**src/rtl/sync_fifo_prog_if.sv**
```systemverilog
// rtl/sync_fifo_prog_if.sv - write/read handshake and status bundle for sync_fifo_prog
//
// Purpose: groups the FIFO data path and status flags into one port.
//   master modport: drives din/wr_en/rd_en, observes data and flags (the FIFO user)
//   slave modport : the FIFO itself
// Signals:
//   din       WIDTH              write data
//   wr_en     1                  write request
//   rd_en     1                  read request (FWFT: acknowledge of head word)
//   dout      WIDTH              read data
//   valid     1                  dout holds a newly read word
//   full/empty/almost_full/almost_empty  status flags
//   count     $clog2(DEPTH)+1    current fill level
//   overflow/underflow           sticky error flags
interface sync_fifo_prog_if #(
  parameter int WIDTH = 32,
  parameter int DEPTH = 16
);
  localparam int CW = $clog2(DEPTH) + 1;

  logic [WIDTH-1:0] din;
  logic             wr_en;
  logic             rd_en;
  logic [WIDTH-1:0] dout;
  logic             valid;
  logic             full;
  logic             empty;
  logic             almost_full;
  logic             almost_empty;
  logic [CW-1:0]    count;
  logic             overflow;
  logic             underflow;

  modport master (
    output din, wr_en, rd_en,
    input  dout, valid, full, empty, almost_full, almost_empty, count, overflow, underflow
  );

  modport slave (
    input  din, wr_en, rd_en,
    output dout, valid, full, empty, almost_full, almost_empty, count, overflow, underflow
  );
endinterface

```
**src/rtl/sync_fifo_prog.sv**
```systemverilog
// rtl/sync_fifo_prog.sv - single-clock FIFO with programmable thresholds and optional FWFT read
//
// Purpose: DEPTH-word synchronous FIFO. Status flags decode from the registered
// fill count only, so a request is judged against the state at the start of
// its cycle (a write at full is refused even if a read frees a slot that cycle).
// Ports:
//   clk  sole clock, rising edge
//   rst  synchronous active-high reset
//   bus  sync_fifo_prog_if.slave (din, wr_en, rd_en, dout, valid, flags, count)
// Parameters: WIDTH, DEPTH (power of two, >= 4), FWFT (0 registered read,
// 1 first-word-fall-through), AF_THRESH, AE_THRESH.
module sync_fifo_prog #(
  parameter int WIDTH     = 32,
  parameter int DEPTH     = 16,
  parameter int FWFT      = 0,
  parameter int AF_THRESH = DEPTH - 2,
  parameter int AE_THRESH = 2
) (
  input  logic               clk,
  input  logic               rst,
  sync_fifo_prog_if.slave    bus
);
  localparam int AW = $clog2(DEPTH);
  localparam int CW = AW + 1;

  localparam logic [CW-1:0] DEPTH_C = CW'(DEPTH);
  localparam logic [CW-1:0] AF_C    = CW'(AF_THRESH);
  localparam logic [CW-1:0] AE_C    = CW'(AE_THRESH);

  logic [WIDTH-1:0] mem [DEPTH];

  logic [AW-1:0]    wr_ptr_q, wr_ptr_d;
  logic [AW-1:0]    rd_ptr_q, rd_ptr_d;
  logic [CW-1:0]    count_q, count_d;
  logic [WIDTH-1:0] dout_q, dout_d;
  logic             valid_q, valid_d;
  logic             overflow_q, overflow_d;
  logic             underflow_q, underflow_d;

  logic             full, empty;
  logic             wr_accept, rd_accept;
  logic [WIDTH-1:0] head;

  assign full      = (count_q == DEPTH_C);
  assign empty     = (count_q == '0);
  assign wr_accept = bus.wr_en && !full;
  assign rd_accept = bus.rd_en && !empty;
  assign head      = mem[rd_ptr_q];

  always_comb begin
    wr_ptr_d    = wr_ptr_q;
    rd_ptr_d    = rd_ptr_q;
    count_d     = count_q;
    dout_d      = dout_q;
    valid_d     = 1'b0;
    overflow_d  = overflow_q  | (bus.wr_en && full);
    underflow_d = underflow_q | (bus.rd_en && empty);

    // Pointers are exactly AW bits wide, so the increment wraps DEPTH-1 -> 0.
    if (wr_accept) wr_ptr_d = wr_ptr_q + AW'(1);
    if (rd_accept) begin
      rd_ptr_d = rd_ptr_q + AW'(1);
      dout_d   = head;
      valid_d  = 1'b1;
    end

    unique case ({wr_accept, rd_accept})
      2'b10:   count_d = count_q + CW'(1);
      2'b01:   count_d = count_q - CW'(1);
      default: count_d = count_q;
    endcase
  end

  always_ff @(posedge clk) begin
    if (rst) begin
      wr_ptr_q    <= '0;
      rd_ptr_q    <= '0;
      count_q     <= '0;
      dout_q      <= '0;
      valid_q     <= 1'b0;
      overflow_q  <= 1'b0;
      underflow_q <= 1'b0;
    end else begin
      wr_ptr_q    <= wr_ptr_d;
      rd_ptr_q    <= rd_ptr_d;
      count_q     <= count_d;
      dout_q      <= dout_d;
      valid_q     <= valid_d;
      overflow_q  <= overflow_d;
      underflow_q <= underflow_d;
    end
  end

  // Storage is not reset; stale words are unreachable once the pointers clear.
  always_ff @(posedge clk) begin
    if (!rst && wr_accept) mem[wr_ptr_q] <= bus.din;
  end

  // FWFT presents the head word directly; the registered path is used otherwise.
  assign bus.dout         = (FWFT != 0) ? (empty ? '0 : head) : dout_q;
  assign bus.valid        = (FWFT != 0) ? !empty : valid_q;
  assign bus.full         = full;
  assign bus.empty        = empty;
  assign bus.almost_full  = (count_q >= AF_C);
  assign bus.almost_empty = (count_q <= AE_C);
  assign bus.count        = count_q;
  assign bus.overflow     = overflow_q;
  assign bus.underflow    = underflow_q;
endmodule

```
**src/flat_wrapper.sv**
```systemverilog
// flat-port wrapper written by rule: the top's interface ports become plain ports
module sync_fifo_prog_flat 
#(
  parameter int WIDTH     = 32,
  parameter int DEPTH     = 16,
  parameter int FWFT      = 0,
  parameter int AF_THRESH = DEPTH - 2,
  parameter int AE_THRESH = 2
)
  (clk, rst, bus_din, bus_wr_en, bus_rd_en, bus_dout, bus_valid, bus_full, bus_empty, bus_almost_full, bus_almost_empty, bus_count, bus_overflow, bus_underflow);
  sync_fifo_prog_if #(.WIDTH(WIDTH), .DEPTH(DEPTH)) bus_i ();
  input  logic clk;
  input  logic rst;
  input wire logic [$bits(bus_i.din)-1:0] bus_din;
  input wire logic [$bits(bus_i.wr_en)-1:0] bus_wr_en;
  input wire logic [$bits(bus_i.rd_en)-1:0] bus_rd_en;
  output wire logic [$bits(bus_i.dout)-1:0] bus_dout;
  output wire logic [$bits(bus_i.valid)-1:0] bus_valid;
  output wire logic [$bits(bus_i.full)-1:0] bus_full;
  output wire logic [$bits(bus_i.empty)-1:0] bus_empty;
  output wire logic [$bits(bus_i.almost_full)-1:0] bus_almost_full;
  output wire logic [$bits(bus_i.almost_empty)-1:0] bus_almost_empty;
  output wire logic [$bits(bus_i.count)-1:0] bus_count;
  output wire logic [$bits(bus_i.overflow)-1:0] bus_overflow;
  output wire logic [$bits(bus_i.underflow)-1:0] bus_underflow;
  assign bus_i.din = bus_din;
  assign bus_i.wr_en = bus_wr_en;
  assign bus_i.rd_en = bus_rd_en;
  assign bus_dout = bus_i.dout;
  assign bus_valid = bus_i.valid;
  assign bus_full = bus_i.full;
  assign bus_empty = bus_i.empty;
  assign bus_almost_full = bus_i.almost_full;
  assign bus_almost_empty = bus_i.almost_empty;
  assign bus_count = bus_i.count;
  assign bus_overflow = bus_i.overflow;
  assign bus_underflow = bus_i.underflow;
  sync_fifo_prog #(.WIDTH(WIDTH), .DEPTH(DEPTH), .FWFT(FWFT), .AF_THRESH(AF_THRESH), .AE_THRESH(AE_THRESH)) u_core (.clk(clk), .rst(rst), .bus(bus_i));
endmodule
```
**config.mk**
```make
export PLATFORM = sky130hd
export DESIGN_NAME = sync_fifo_prog_flat
export DESIGN_NICKNAME = d
export VERILOG_FILES = /design/src/rtl/sync_fifo_prog_if.sv /design/src/rtl/sync_fifo_prog.sv /design/src/flat_wrapper.sv
export SDC_FILE = /design/constraint.sdc
export NUM_CORES = 1
export LEC_CHECK = 0
export BUFFER_PORTS_ARGS = -buffer_cell sky130_fd_sc_hd__buf_2
export CORE_MARGIN = 2
export CORE_UTILIZATION = 39
export DETAILED_ROUTE_END_ITERATION = 16
export SYNTH_ARGS = -nofsm -noshare
export SYNTH_HDL_FRONTEND = slang
export SYNTH_SLANG_ARGS = --single-unit
```
**constraint.sdc**
```tcl
create_clock -name clk -period 3.5 [get_ports clk]
set_input_delay 0.525 -clock clk [delete_from_list [all_inputs] [get_ports clk]]
set_output_delay 0.525 -clock clk [all_outputs]
set_load 0.05 [all_outputs]
```
Word-level counts from Yosys, hierarchy flattened
Memories as Yosys holds them, arrays and structs flattened. A register that Yosys moved wholly into a read port is not among the register bits.
Index checks and enable logic that the tools add are counted.
Storage, ports and cells
  output and inout bits: 44
  flip-flop bits (word level): 16
  bits in writable memories: 512
  memories kept: 1
Operators by class
  add/sub/neg operators: 4
  mux-type cells: 4
  reductions and logical operators: 10
  magnitude comparators: 2
  bitwise gates (word level): 2
  equal/unequal tests: 3
Memories
  u_core.mem: depth 16, bits a word 32, rd ports 1, clocked after Yosys merged registers in 1, wr ports 1, line sync_fifo_prog.sv:30  | logic [WIDTH-1:0] mem [DEPTH];
Operators with widths (count)
  case mux 5 bit (2 select lines): 1
  adder 4 x 1 -> 4 bit (second input constant): 2
  adder 5 x 1 -> 5 bit (second input constant): 1
  == test 5 bit (second input constant): 1
  >= comparator 5 x 4 -> 1 bit (second input constant): 1
  less-or-equal comparator 5 x 2 -> 1 bit (second input constant): 1
  logical AND 1 bit: 5
  logical NOT 5 bit: 1
  subtractor 5 x 1 -> 5 bit (second input constant): 1
  logical NOT 1 bit: 3
  two-way mux 1 bit: 3
  == test 2 x 1 -> 1 bit (second input constant): 1
  == test 2 bit (second input constant): 1
  bitwise OR 1 bit: 2
  nonzero test 2 bit: 1

Longest topological paths before layout
Gate-level depths: netlist (run 1).
  word-level depth: 6
  mapped depth: 12
  mapped depth without buffers: 10

Worst setup path before layout (run 1)
OpenSTA, ideal clock, no wires.
  path kind: register to output
  start point: reg u_core.count_q[1] (netlist: u_core.bus.count[1])
  end point: out bus_almost_empty
  path buffers: 1
  required time: 2.975 ns
  setup slack: -0.260 ns
  cell stages (with the launch flop): 3
  data arrival time: 3.235 ns
  cells stage by stage: dfxtp_1 > clkbuf_1 > a2111oi_0
Between the ends
  word-level cells in the longest chain between the ends: 1
Ends and longest elaborated chain
  from (decl): line sync_fifo_prog.sv:34  | logic [CW-1:0] count_q, count_d;
  from (signal assigned): line sync_fifo_prog.sv:86  | count_q <= count_d;
  less-or-equal comparator 5 x 2 -> 1 bit: line sync_fifo_prog.sv:105  | assign bus.almost_empty = (count_q <= AE_C);
  to (decl): line flat_wrapper.sv:22  | output wire logic [$bits(bus_i.almost_empty)-1:0] bus_almost_empty;
No other way between the ends.

Final worst setup path (run 1)
  start point: reg u_core.count_q[0] (netlist: u_core.bus.count[0])
  end point: reg u_core.count_q[4] (netlist: u_core.bus.count[4])
Between the ends
  word-level cells in the longest chain between the ends: 5
  elaborated cells between the ends (all ways): 12
Ends and longest elaborated chain
  logical NOT 5 bit *: line sync_fifo_prog.sv:45  | assign empty = (count_q == '0);
  logical NOT 1 bit *: line sync_fifo_prog.sv:47  | assign rd_accept = bus.rd_en && !empty;
  logical AND 1 bit *: line sync_fifo_prog.sv:47
  named net u_core.rd_accept: line sync_fifo_prog.sv:41  | logic wr_accept, rd_accept;
  == test 2 x 1 -> 1 bit / == test 2 bit (equally long branches): line sync_fifo_prog.sv:67  | unique case ({wr_accept, rd_accept})
  case mux 5 bit (2 select lines) / nonzero test 2 bit (equally long branches)
The timed path passes the listed nets; every way through them passes the cells marked *.
A chain may end at the register's enable or synchronous reset.

==> results of run 1 <==
-- cells in the mapped netlist, drive strengths merged, types with 2 or more instances --
cell / count
nor2: 66
o21ai: 2
dfxtp: 48
a221o: 33
nand3: 3
and3: 2
xor2: 6
o311ai: 2
or3: 2
nor3: 2
clkbuf: 24
inv: 7
a21oi: 3
edfxtp: 512
mux4: 128
o211ai: 4
mux2i: 34
nand2: 9
xnor2: 2
buf: 29
mux2: 33
ha: 8
-- sequential cells by signal (all words and copies together), names as in the netlist --
signal                count
u_core.bus.valid          1
u_core.bus.underflow      1
u_core.bus.overflow       1
u_core.rd_ptr_q           4
u_core.bus.dout          32
u_core.mem              512
u_core.bus.count          5
u_core.wr_ptr_q           4
-- how the worst min path moves through the flow --
stage          slack [ps]            startpoint                   end  cells past startpoint
2_1_floorplan         530    u_core.wr_ptr_q[3]    u_core.wr_ptr_q[3]                      2
3_3_place_gp          450   u_core.bus.overflow   u_core.bus.overflow                      2
3_5_place_dp          460  u_core.bus.underflow  u_core.bus.underflow                      2
4_1_cts               240             bus_wr_en   u_core.bus.overflow                      3
5_1_grt               270           bus_din[30]     u_core.mem[0][30]                      1
6_report              280             bus_wr_en   u_core.bus.overflow                      3
-- metrics by stage --
| stage | worst slack, ps | cells |
|---|---|---|
| 4_1_cts | 339 | 1859 |
| 3_5_place_dp | 381 | 1749 |
| 6_report | 338 | 1859 |
| 3_3_place_gp | 379 | 1749 |
| 5_1_grt | 157 | 1859 |
| 2_1_floorplan | 93.6 | 979 |
-- cells by family after synthesis --
logic type      count (synthesis)  share of synthesized area
compound gates                 56                     0.0248
xor+xnor                        8                    0.00328
fa+ha+maj                       8                    0.00468
buf+inv                        60                     0.0163
flops                         560                      0.764
mux                           195                      0.168
simple gates                   92                     0.0188
-- critical path, cell delays in order, from the launching register on --
cell,delay (ps)
dfxtp_1,390
or4_1,610
o21ai_4,220
inv_2,100
ha_1,310
xor2_1,190
ha_1,250
o211a_1,240
o311ai_0,360
mux2_2,380
-- where the power goes --
part / internal [W] / switching, W
clock network: 0.00402 / 0.00254
logic: 0.00169 / 0.00221
registers: 0.00758 / 0.000266
-- final cells by class --
type	instances	area [um2]	area share
timing repair buffer	127	893	0.0357
clock buffer	71	1540	0.0616
inverter	7	26.3	0.00105
multi-input combinational	359	4820	0.193
tap	696	871	0.0348
clock inverter	39	526	0.0210
sequential	560	16300	0.653
-- routing by layer --
metal / track usage / routed length (um) / vias to the layer above
met3: 0.0264 / 1770 / 61
li1: - / - / 4366
met4: 0.0458 / 868 / 0
met5: 0 / 0 / -
met1: 0.215 / 19200 / 5292
met2: 0.265 / 22500 / 194
==> summary.md, run 1 <==
| Metric | Value |
|---|---|
| Status | `finished clean` |
| Synth Flop Type | `edfxtp_1` |
| Fmax | `316 MHz` |
| Post-cts resize count | `0` |
| Kind of critical path | `flop to flop` |
| Syn nets | `between 1k and 1.5k` |
| Routed WL | `roughly 44000 um` |
| RSZ-0062 raised after global routing | `false` |
| Row count | `85` |
| GRT Resource Usage Total | `0.158` |
| WP data required | `about 4000 ps` |
| Total power divided by cell area | `about 730 nW/um2` |
| Most frequent cells in the layout | `edfxtp_1 (512), mux4_2 (128), buf_2 (79)` |
| FF-to-FF Start | `u_core.bus.count[0]` |
| Mean area per synthesized cell | `21.8 um2` |
| Flop-to-flop setup slack | `340 ps` |
| Final core occ | `0.463` |
| Least-Margin Pin Slew | `about 760 ps` |
| Max FO, Critical Path | `9` |
| DP Wirelength | `approximately 26000 um` |
| Largest net degree at the start of global routing | `39` |
| Sequential element share of the synthesized area | `0.764` |
| Cell area after synthesis | `around 21000 um2` |
| Core Area | `between 50000 and 60000 um2` |
| Vias per cell | `between 5 and 6` |
| Crit end category | `flop` |
| Peak supply drop | `around 0.44 mV` |
| Post-route cell area | `25000 um2` |
| Setup crit end | `u_core.bus.count[4]` |
| Tmin final | `around 3200 ps` |
| Max cap viols | `0` |
| Slew Viols, Final | `0` |
| Worst Setup Start Kind | `flop` |
| P&R area growth vs syn | `17.1%` |
| Synth area leaders | `edfxtp_1 (72%), mux4_2 (13%), dfxtp_1 (4.5%)` |
| Total Die Area | `56700 um2` |
| Async set-reset flop share out of synthesis | `0` |
| Initial DRC count | `743` |
| Vias in the first global route | `10.5k` |
| Max Root-Sink Buffers | `3` |
| Leak Pwr | `7.98 nW` |
| Vias | `between 9k and 10k` |
| Io pins | `80` |
| Tcrit/Tclk final | `0.904` |
| Commonest non-fill, non-tap cell in the layout | `edfxtp_1` |
| PnR Total Power | `about 0.018 W` |
| Routability congestion estimate | `0.743` |
| Syn. warnings | `0` |
| First-pass DRT Iterations | `5` |
| Reg-to-reg endpoint | `u_core.bus.count[4]` |
| H-Tree Depth | `2` |
| Post-synth top area cell | `edfxtp_1` |
| First-pass GRT wire length | `around 67000 um` |
| DRC | `0` |
| Die W | `238 um` |
| Hold_buf cts | `0` |
| CTS tree | `yes` |
| Post-synth EDFFs | `between 500 and 600` |
| R2R depth | `9` |
| Layout cells sized above 1 | `0.350` |
| GRT Residual Overflow | `0` |
| Yosys reg bits | `560` |
| Clock latency on the worst-skew pair | `about 610 ps` |
| Wirelength per Cell | `roughly 24 um` |
| Setup violators final | `0` |
| Syn Inst Count | `979` |
| # fillers | `roughly 4.5k` |
| # diodes | `0` |
| Final hold slack | `276 ps` |
| Antenna violations before repair | `0` |
| Final Hold Viols | `0` |
| Sink Count | `560` |
| Max_slew headroom | `0.494` |
| # nets final | `roughly 1.2k` |
| Post-CTS Setup Inserts | `0` |
| Antenna viol nets, final | `0` |
| Setup crit start | `u_core.bus.count[0]` |
| Yosys top cell area share | `0.719` |
| Worst min-delay path category | `primary input to flop` |
| Count of input and output buffers | `79` |
| Num CTS Buffers | `58` |
| Arr. time, crit path | `~3700 ps` |
| Setup Skew | `about 16 ps` |
| Die H | `238 um` |
| Initial core utilization | `0.396` |
| Reg clk slew, reported paths | `roughly 60 ps` |
| Clk root buf | `clkbuf_16` |
| Netlist cell types | `48` |
| Setup TNS after final layout | `0 ps` |
| Post-DP Area | `approximately 23000 um2` |
Note: power is estimated with default switching activity, not from simulation.
==> inputs of run 2 (changes only) <==
- CORE_MARGIN: 2 -> default
- REMOVE_ABC_BUFFERS: default -> 1
==> summary.md, run 2 (synthesized netlist as in run 1, its figures left out) <==
| Metric | Value |
|---|---|
| Status | `finished clean` |
| First-pass DRT Iterations | `8 (+3)` |
| # nets final | `1147 (-0.86%)` |
| Final hold slack | `245 ps (-31.1 ps)` |
| Cell mode on critical path | `ha_1` |
| Peak supply drop | `0.833 mV (+88%)` |
| Num CTS Buffers | `58 (unchanged)` |
| Leak Pwr | `7.92 nW (-0.74%)` |
| Total Die Area | `55800 um2 (-1.7%)` |
| Post-route cell area | `24900 um2 (-0.43%)` |
| Routed WL | `43800 um (-1.1%)` |
| Kind of critical path | `flop to flop` |
| Max reg flops | `512 (unchanged)` |
| Post-cts resize count | `0 (unchanged)` |
| Antenna viol nets, final | `0 (unchanged)` |
| Max_slew headroom | `0.500 (+0.00589)` |
| Die H | `236 um (-0.84%)` |
| Io pins | `80 (unchanged)` |
| Antenna violations before repair | `2 (+2)` |
| Worst min-delay path category | `primary input to flop` |
| Tmin final | `3200 ps (+41.0 ps)` |
| Fmax | `312 MHz (-1.3%)` |
| Least-Margin Pin Slew | `750 ps (-8.84 ps)` |
| Crit-path slowest cell | `or4_1` |
| GRT Residual Overflow | `0 (unchanged)` |
| Post-DP Area | `22900 um2 (-0.28%)` |
| Slew Viols, Final | `0 (unchanged)` |
| Setup TNS after final layout | `0 ps (unchanged)` |
| Flop pwr share | `0.431 (+0.002)` |
| Multi-input logic area | `4820 um2 (about the same)` |
| Largest net degree at the start of global routing | `76 (+95%)` |
| Final Hold Viols | `0 (unchanged)` |
| Routability congestion estimate | `0.713 (-4.0%)` |
| Count of input and output buffers | `79 (unchanged)` |
| DP Wirelength | `23600 um (-7.5%)` |
| # fillers | `4487 (+0.16%)` |
| Layout cells sized above 1 | `0.344 (-0.00564)` |
| Setup violators final | `0 (unchanged)` |
| P_int | `0.0131 W (-1.4%)` |
| Sw frac | `0.276 (+0.00240)` |
| H-Tree Depth | `2 (unchanged)` |
| CP peak stage delay | `620 ps (about the same)` |
| Clock latency on the worst-skew pair | `630 ps (+20 ps)` |
| Top reg by flops | `u_core.mem` |
| Vias per cell | `5.36 (+0.46%)` |
| # diodes | `0 (unchanged)` |
| Initial DRC count | `652 (-12%)` |
| NetSw | `0.00500 W (-0.24%)` |
| Total power divided by cell area | `727 nW/um2 (-0.68%)` |
| First-pass GRT wire length | `66500 um (-0.57%)` |
| WP data required | `4010 ps (+20 ps)` |
| Most frequent cells in the layout | `edfxtp_1 (512), mux4_2 (128), buf_2 (79)` |
| Initial core utilization | `0.396 (unchanged)` |
| Critical-path cell list | `or4_1 -> o21ai_4 -> inv_2 -> ha_1 -> xor2_1 -> ha_1 -> a21bo_2 -> a31oi_1 -> o311ai_0 -> mux2_2` |
| Comb pwr share | `0.213 (about the same)` |
| GRT Resource Usage Total | `0.160 (+0.00194)` |
| Arr. time, crit path | `3710 ps (+60 ps)` |
| Max FO, Critical Path | `9 (unchanged)` |
| Clk root buf | `clkbuf_16` |
| DRC | `0 (unchanged)` |
| Clk pwr share | `0.356 (-0.002)` |
| Vias | `9905 (-0.081%)` |
| Setup Skew | `15.5 ps (-0.0796 ps)` |
| Die W | `236 um (-0.84%)` |
| Worst Setup Start Kind | `flop` |
| Vias in the first global route | `10.5k (-0.30%)` |
| Storage cell area | `16300 um2 (unchanged)` |
| Core Area | `54000 um2 (unchanged)` |
| RSZ-0062 raised after global routing | `false` |
| Row count | `85 (unchanged)` |
| Hold_buf cts | `0 (unchanged)` |
| Sink Count | `560 (unchanged)` |
| Wirelength per Cell | `23.7 um (-0.58%)` |
| P&R area growth vs syn | `16.5%` |
| Reg clk slew, reported paths | `60 ps (about the same)` |
| Max cap viols | `0 (unchanged)` |
| CTS tree | `yes` |
| Commonest non-fill, non-tap cell in the layout | `edfxtp_1` |
| Tcrit/Tclk final | `0.915 (+0.0117)` |
| Post-CTS Setup Inserts | `0 (unchanged)` |
| Max Root-Sink Buffers | `3 (unchanged)` |
| Crit end category | `flop` |
[run 2: critical path: cells and delay by family (launching register included)]
kind,cells,cell delay (ps)
compound gates,4,810
simple gates,1,620
fa+ha+maj,2,570
flops,1,390
mux,1,380
xor+xnor,1,210
buf+inv,1,110
[run 2: worst paths after layout]
check | endpoint | slack [ps] | cells after the start | start
max | u_core.bus.count[4] | 300 | 10 | u_core.bus.count[0]
min | u_core.bus.overflow | 240 | 3 | bus_wr_en
max reg2reg | u_core.bus.count[4] | 300 | 10 | u_core.bus.count[0]
min reg2reg | u_core.bus.overflow | 470 | 2 | u_core.bus.overflow
[run 2: power by group through the flow]
| stage | Combinational, W | Sequential [W] | Clock (W) |
|---|---|---|---|
| global route | 0.00414 | 0.00784 | 0.00682 |
| global placement | 0.00389 | 0.00795 | 0 |
| floorplan | 0.00171 | 0.00871 | 0 |
| CTS | 0.00394 | 0.00782 | 0.00660 |
| detailed placement | 0.00392 | 0.00796 | 0 |
| finish | 0.00385 | 0.00781 | 0.00644 |
[run 2: metal layers]
metal | global-route usage | vias to the layer above | routed length, um
met3 | 0.0323 | 67 | 2220
met5 | 0 | - | 28
met4 | 0.0478 | 4 | 1020
met2 | 0.255 | 234 | 21000
li1 | - | 4344 | -
met1 | 0.224 | 5256 | 19600
[run 2: layout make-up]
class | instances | share of cell area
timing repair buffer | 117 | 0.0333
inverter | 7 | 0.00105
sequential | 560 | 0.656
multi-input combinational | 359 | 0.194
tap | 696 | 0.0349
clock inverter | 37 | 0.0194
clock buffer | 73 | 0.0617
[run 2: through the flow]
| stage | util | setup WS [ps] | std cells | total power (W) |
|---|---|---|---|---|
| 3_3_place_gp | 0.424 | 466 | 1739 | 0.0118 |
| 2_1_floorplan | - | -3200 | 926 | 0.0104 |
| 4_1_cts | 0.461 | 263 | 1849 | 0.0184 |
| 3_5_place_dp | 0.424 | 280 | 1739 | 0.0119 |
| 6_report | 0.461 | 297 | 1849 | 0.0181 |
| 5_1_grt | 0.461 | 25.0 | 1849 | 0.0188 |
==> inputs of run 3 (changes only) <==
- clock period: 3.5 -> 2.8 ns (I/O delays scaled with it)
==> summary.md, run 3 (synthesized netlist as in run 1, its figures left out) <==
| Metric | Value |
|---|---|
| Die W | `236 um (unchanged)` |
| Kind of critical path | `flop to flop` |
| Peak supply drop | `0.715 mV (-14%)` |
| Max_slew headroom | `0.530 (+0.0293)` |
| First-pass DRT Iterations | `5 (-3)` |
| WP data required | `3280 ps (-730 ps)` |
| Slew Viols, Final | `0 (unchanged)` |
| RSZ-0062 raised after global routing | `false` |
| Vias | `9940 (+0.35%)` |
| Sw frac | `0.272 (-0.00479)` |
| Flop pwr share | `0.433 (+0.002)` |
| Arr. time, crit path | `3120 ps (-590 ps)` |
| DRC | `0 (unchanged)` |
| Clk pwr share | `0.348 (-0.008)` |
| Status | `finished clean` |
| GRT Resource Usage Total | `0.163 (+0.00272)` |
| Flop-to-flop setup slack | `170 ps (-130 ps)` |
| Reg-to-reg endpoint | `u_core.bus.count[4]` |
| Hold_buf cts | `0 (unchanged)` |
| Max Root-Sink Buffers | `3 (unchanged)` |
| Routability congestion estimate | `0.734 (+3.0%)` |
| Routed WL | `44900 um (+2.4%)` |
| Top reg by flops | `u_core.mem` |
| Max FO, Critical Path | `4 (-5)` |
| Vias in the first global route | `10.4k (-0.22%)` |
| Pre-CTS setup slack | `-15.0 ps (-295 ps)` |
| Final hold slack | `55.6 ps (-189 ps)` |
| Die H | `236 um (unchanged)` |
| DP Wirelength | `22300 um (-5.7%)` |
| Final WS setup | `167 ps (-130 ps)` |
| Total power divided by cell area | `898 nW/um2 (+24%)` |
| Antenna violations before repair | `3 (+1)` |
| H-Tree Depth | `2 (unchanged)` |
| Max reg flops | `512 (unchanged)` |
| Vias per cell | `5.37 (+0.30%)` |
| Count of input and output buffers | `79 (unchanged)` |
| Crit end category | `flop` |
| Initial DRC count | `803 (+23%)` |
| R2R depth | `9 (-1)` |
| P_int | `0.0164 W (+25%)` |
| # nets final | `1151 (+0.35%)` |
| M2 GR Usage | `0.265 (+0.0101)` |
| Worst min-delay path category | `primary input to flop` |
| Tmin final | `2630 ps (-570 ps)` |
| Met1 GRT Util | `0.228 (+0.00393)` |
| Post-CTS Setup Inserts | `0 (unchanged)` |
| CTS tree | `yes` |
| Row count | `85 (unchanged)` |
| HP Start | `rst` |
| Sink Count | `560 (unchanged)` |
| GRT Residual Overflow | `0 (unchanged)` |
| Layout cells sized above 1 | `0.344 (unchanged)` |
| Commonest non-fill, non-tap cell in the layout | `edfxtp_1` |
| Final core occ | `0.464 (+0.00243)` |
| Least-Margin Pin Slew | `706 ps (-43.9 ps)` |
| Core Area | `54000 um2 (unchanged)` |
| Largest net degree at the start of global routing | `63 (-17%)` |
| Reg clk slew, reported paths | `60 ps (about the same)` |
| Clock latency on the worst-skew pair | `590 ps (-40 ps)` |
| Setup Skew | `15.1 ps (-0.319 ps)` |
| Setup violators final | `0 (unchanged)` |
| First-pass GRT wire length | `67000 um (+0.81%)` |
| Max cap viols | `0 (unchanged)` |
| Most frequent cells in the layout | `edfxtp_1 (512), mux4_2 (128), buf_2 (79)` |
| P&R area growth vs syn | `17.2%` |
| Initial core utilization | `0.396 (unchanged)` |
| Comb pwr share | `0.219 (+0.006)` |
| Antenna viol nets, final | `0 (unchanged)` |
| Total Die Area | `55800 um2 (unchanged)` |
| Clk root buf | `clkbuf_16` |
| Fmax | `380 MHz (+22%)` |
| NetSw | `0.00611 W (+22%)` |
| FF-to-FF Start | `u_core.bus.count[0]` |
| Worst Setup Start Kind | `flop` |
| Io pins | `80 (unchanged)` |
| Worst hold endpoint | `u_core.wr_ptr_q[2]` |
| Final Hold Viols | `0 (unchanged)` |
| Leak Pwr | `7.91 nW (about the same)` |
| Top Usage Layer GRT | `met2` |
| Wirelength per Cell | `24.3 um (+2.3%)` |
| Tcrit/Tclk final | `0.940 (+0.0252)` |
| Num CTS Buffers | `57 (-1.7%)` |
| Setup TNS after final layout | `0 ps (unchanged)` |
| Grt met3 use | `0.0316 (-0.000702)` |
| Worst hold stages | `2 (-1)` |
## run 3: cell count changes in the layout (fill, tap and decap cells not counted), sizes merged
cell	delta
buf	+5
clkinv	-4
inv	-2
clkbuf	-3
diode	+1
clkinvlp	+4
## run 3: power groups by stage
stage / Combinational (W) / Clock, W / Sequential, W
global route: 0.00527 / 0.00830 / 0.00979
CTS: 0.00500 / 0.00798 / 0.00976
detailed placement: 0.00499 / 0 / 0.00993
global placement: 0.00494 / 0 / 0.00993
finish: 0.00492 / 0.00782 / 0.00974
floorplan: 0.00218 / 0 / 0.0109
## run 3: final cells by class
| class | instances | area (um2) |
|---|---|---|
| clock buffer | 70 | 1520 |
| timing repair buffer | 122 | 1020 |
| fill | 4506 | 29000 |
| sequential | 560 | 16300 |
| clock inverter | 35 | 423 |
| antenna | 1 | 2.50 |
| inverter | 7 | 26.3 |
| multi-input combinational | 359 | 4850 |
| tap | 696 | 871 |
## run 3: worst max path at each step
stage                     slack (ps)                   to           startpoint  depth (start not counted)
after floorplan                -3900   u_core.bus.dout[0]   u_core.rd_ptr_q[0]                          3
after global placement            50  u_core.bus.count[4]  u_core.bus.count[0]                          9
after detailed placement         -20  u_core.bus.count[4]  u_core.bus.count[0]                          9
after CTS                         70  u_core.bus.count[4]  u_core.bus.count[0]                          9
after global routing              50  u_core.bus.count[4]  u_core.bus.count[0]                          9
final                            170  u_core.bus.count[4]  u_core.bus.count[0]                          9
## run 3: per-stage QoR
step                      std cells  instance area [um2]  power [W]
after CTS                      1849                25000     0.0227
final                          1850                25100     0.0225
after global routing           1850                25100     0.0234
after floorplan                 926                21100     0.0131
after global placement         1744                23100     0.0149
after detailed placement       1744                23100     0.0149
## run 3: per-layer routing
| metal | part of all wire | up-vias |
|---|---|---|
| li1 | - | 4357 |
| met1 | 0.45 | 5297 |
| met2 | 0.49 | 226 |
| met3 | 0.050 | 56 |
| met4 | 0.017 | 4 |
| met5 | 0.00047 | - |
## run 3: critical path, stage by stage, from the launching register on
cell and delay (ps):
dfxtp_1 300, or4_1 580, o21ai_4 160, inv_2 50, ha_2 210, xor2_1 150, ha_2 200, o211a_1 230
o311ai_2 270, mux2_2 360
## run 3: what timing repair did
action,CTS,global route
endpoints found under the setup margin,1,1
resized for setup,1,4
pin swaps,0,1
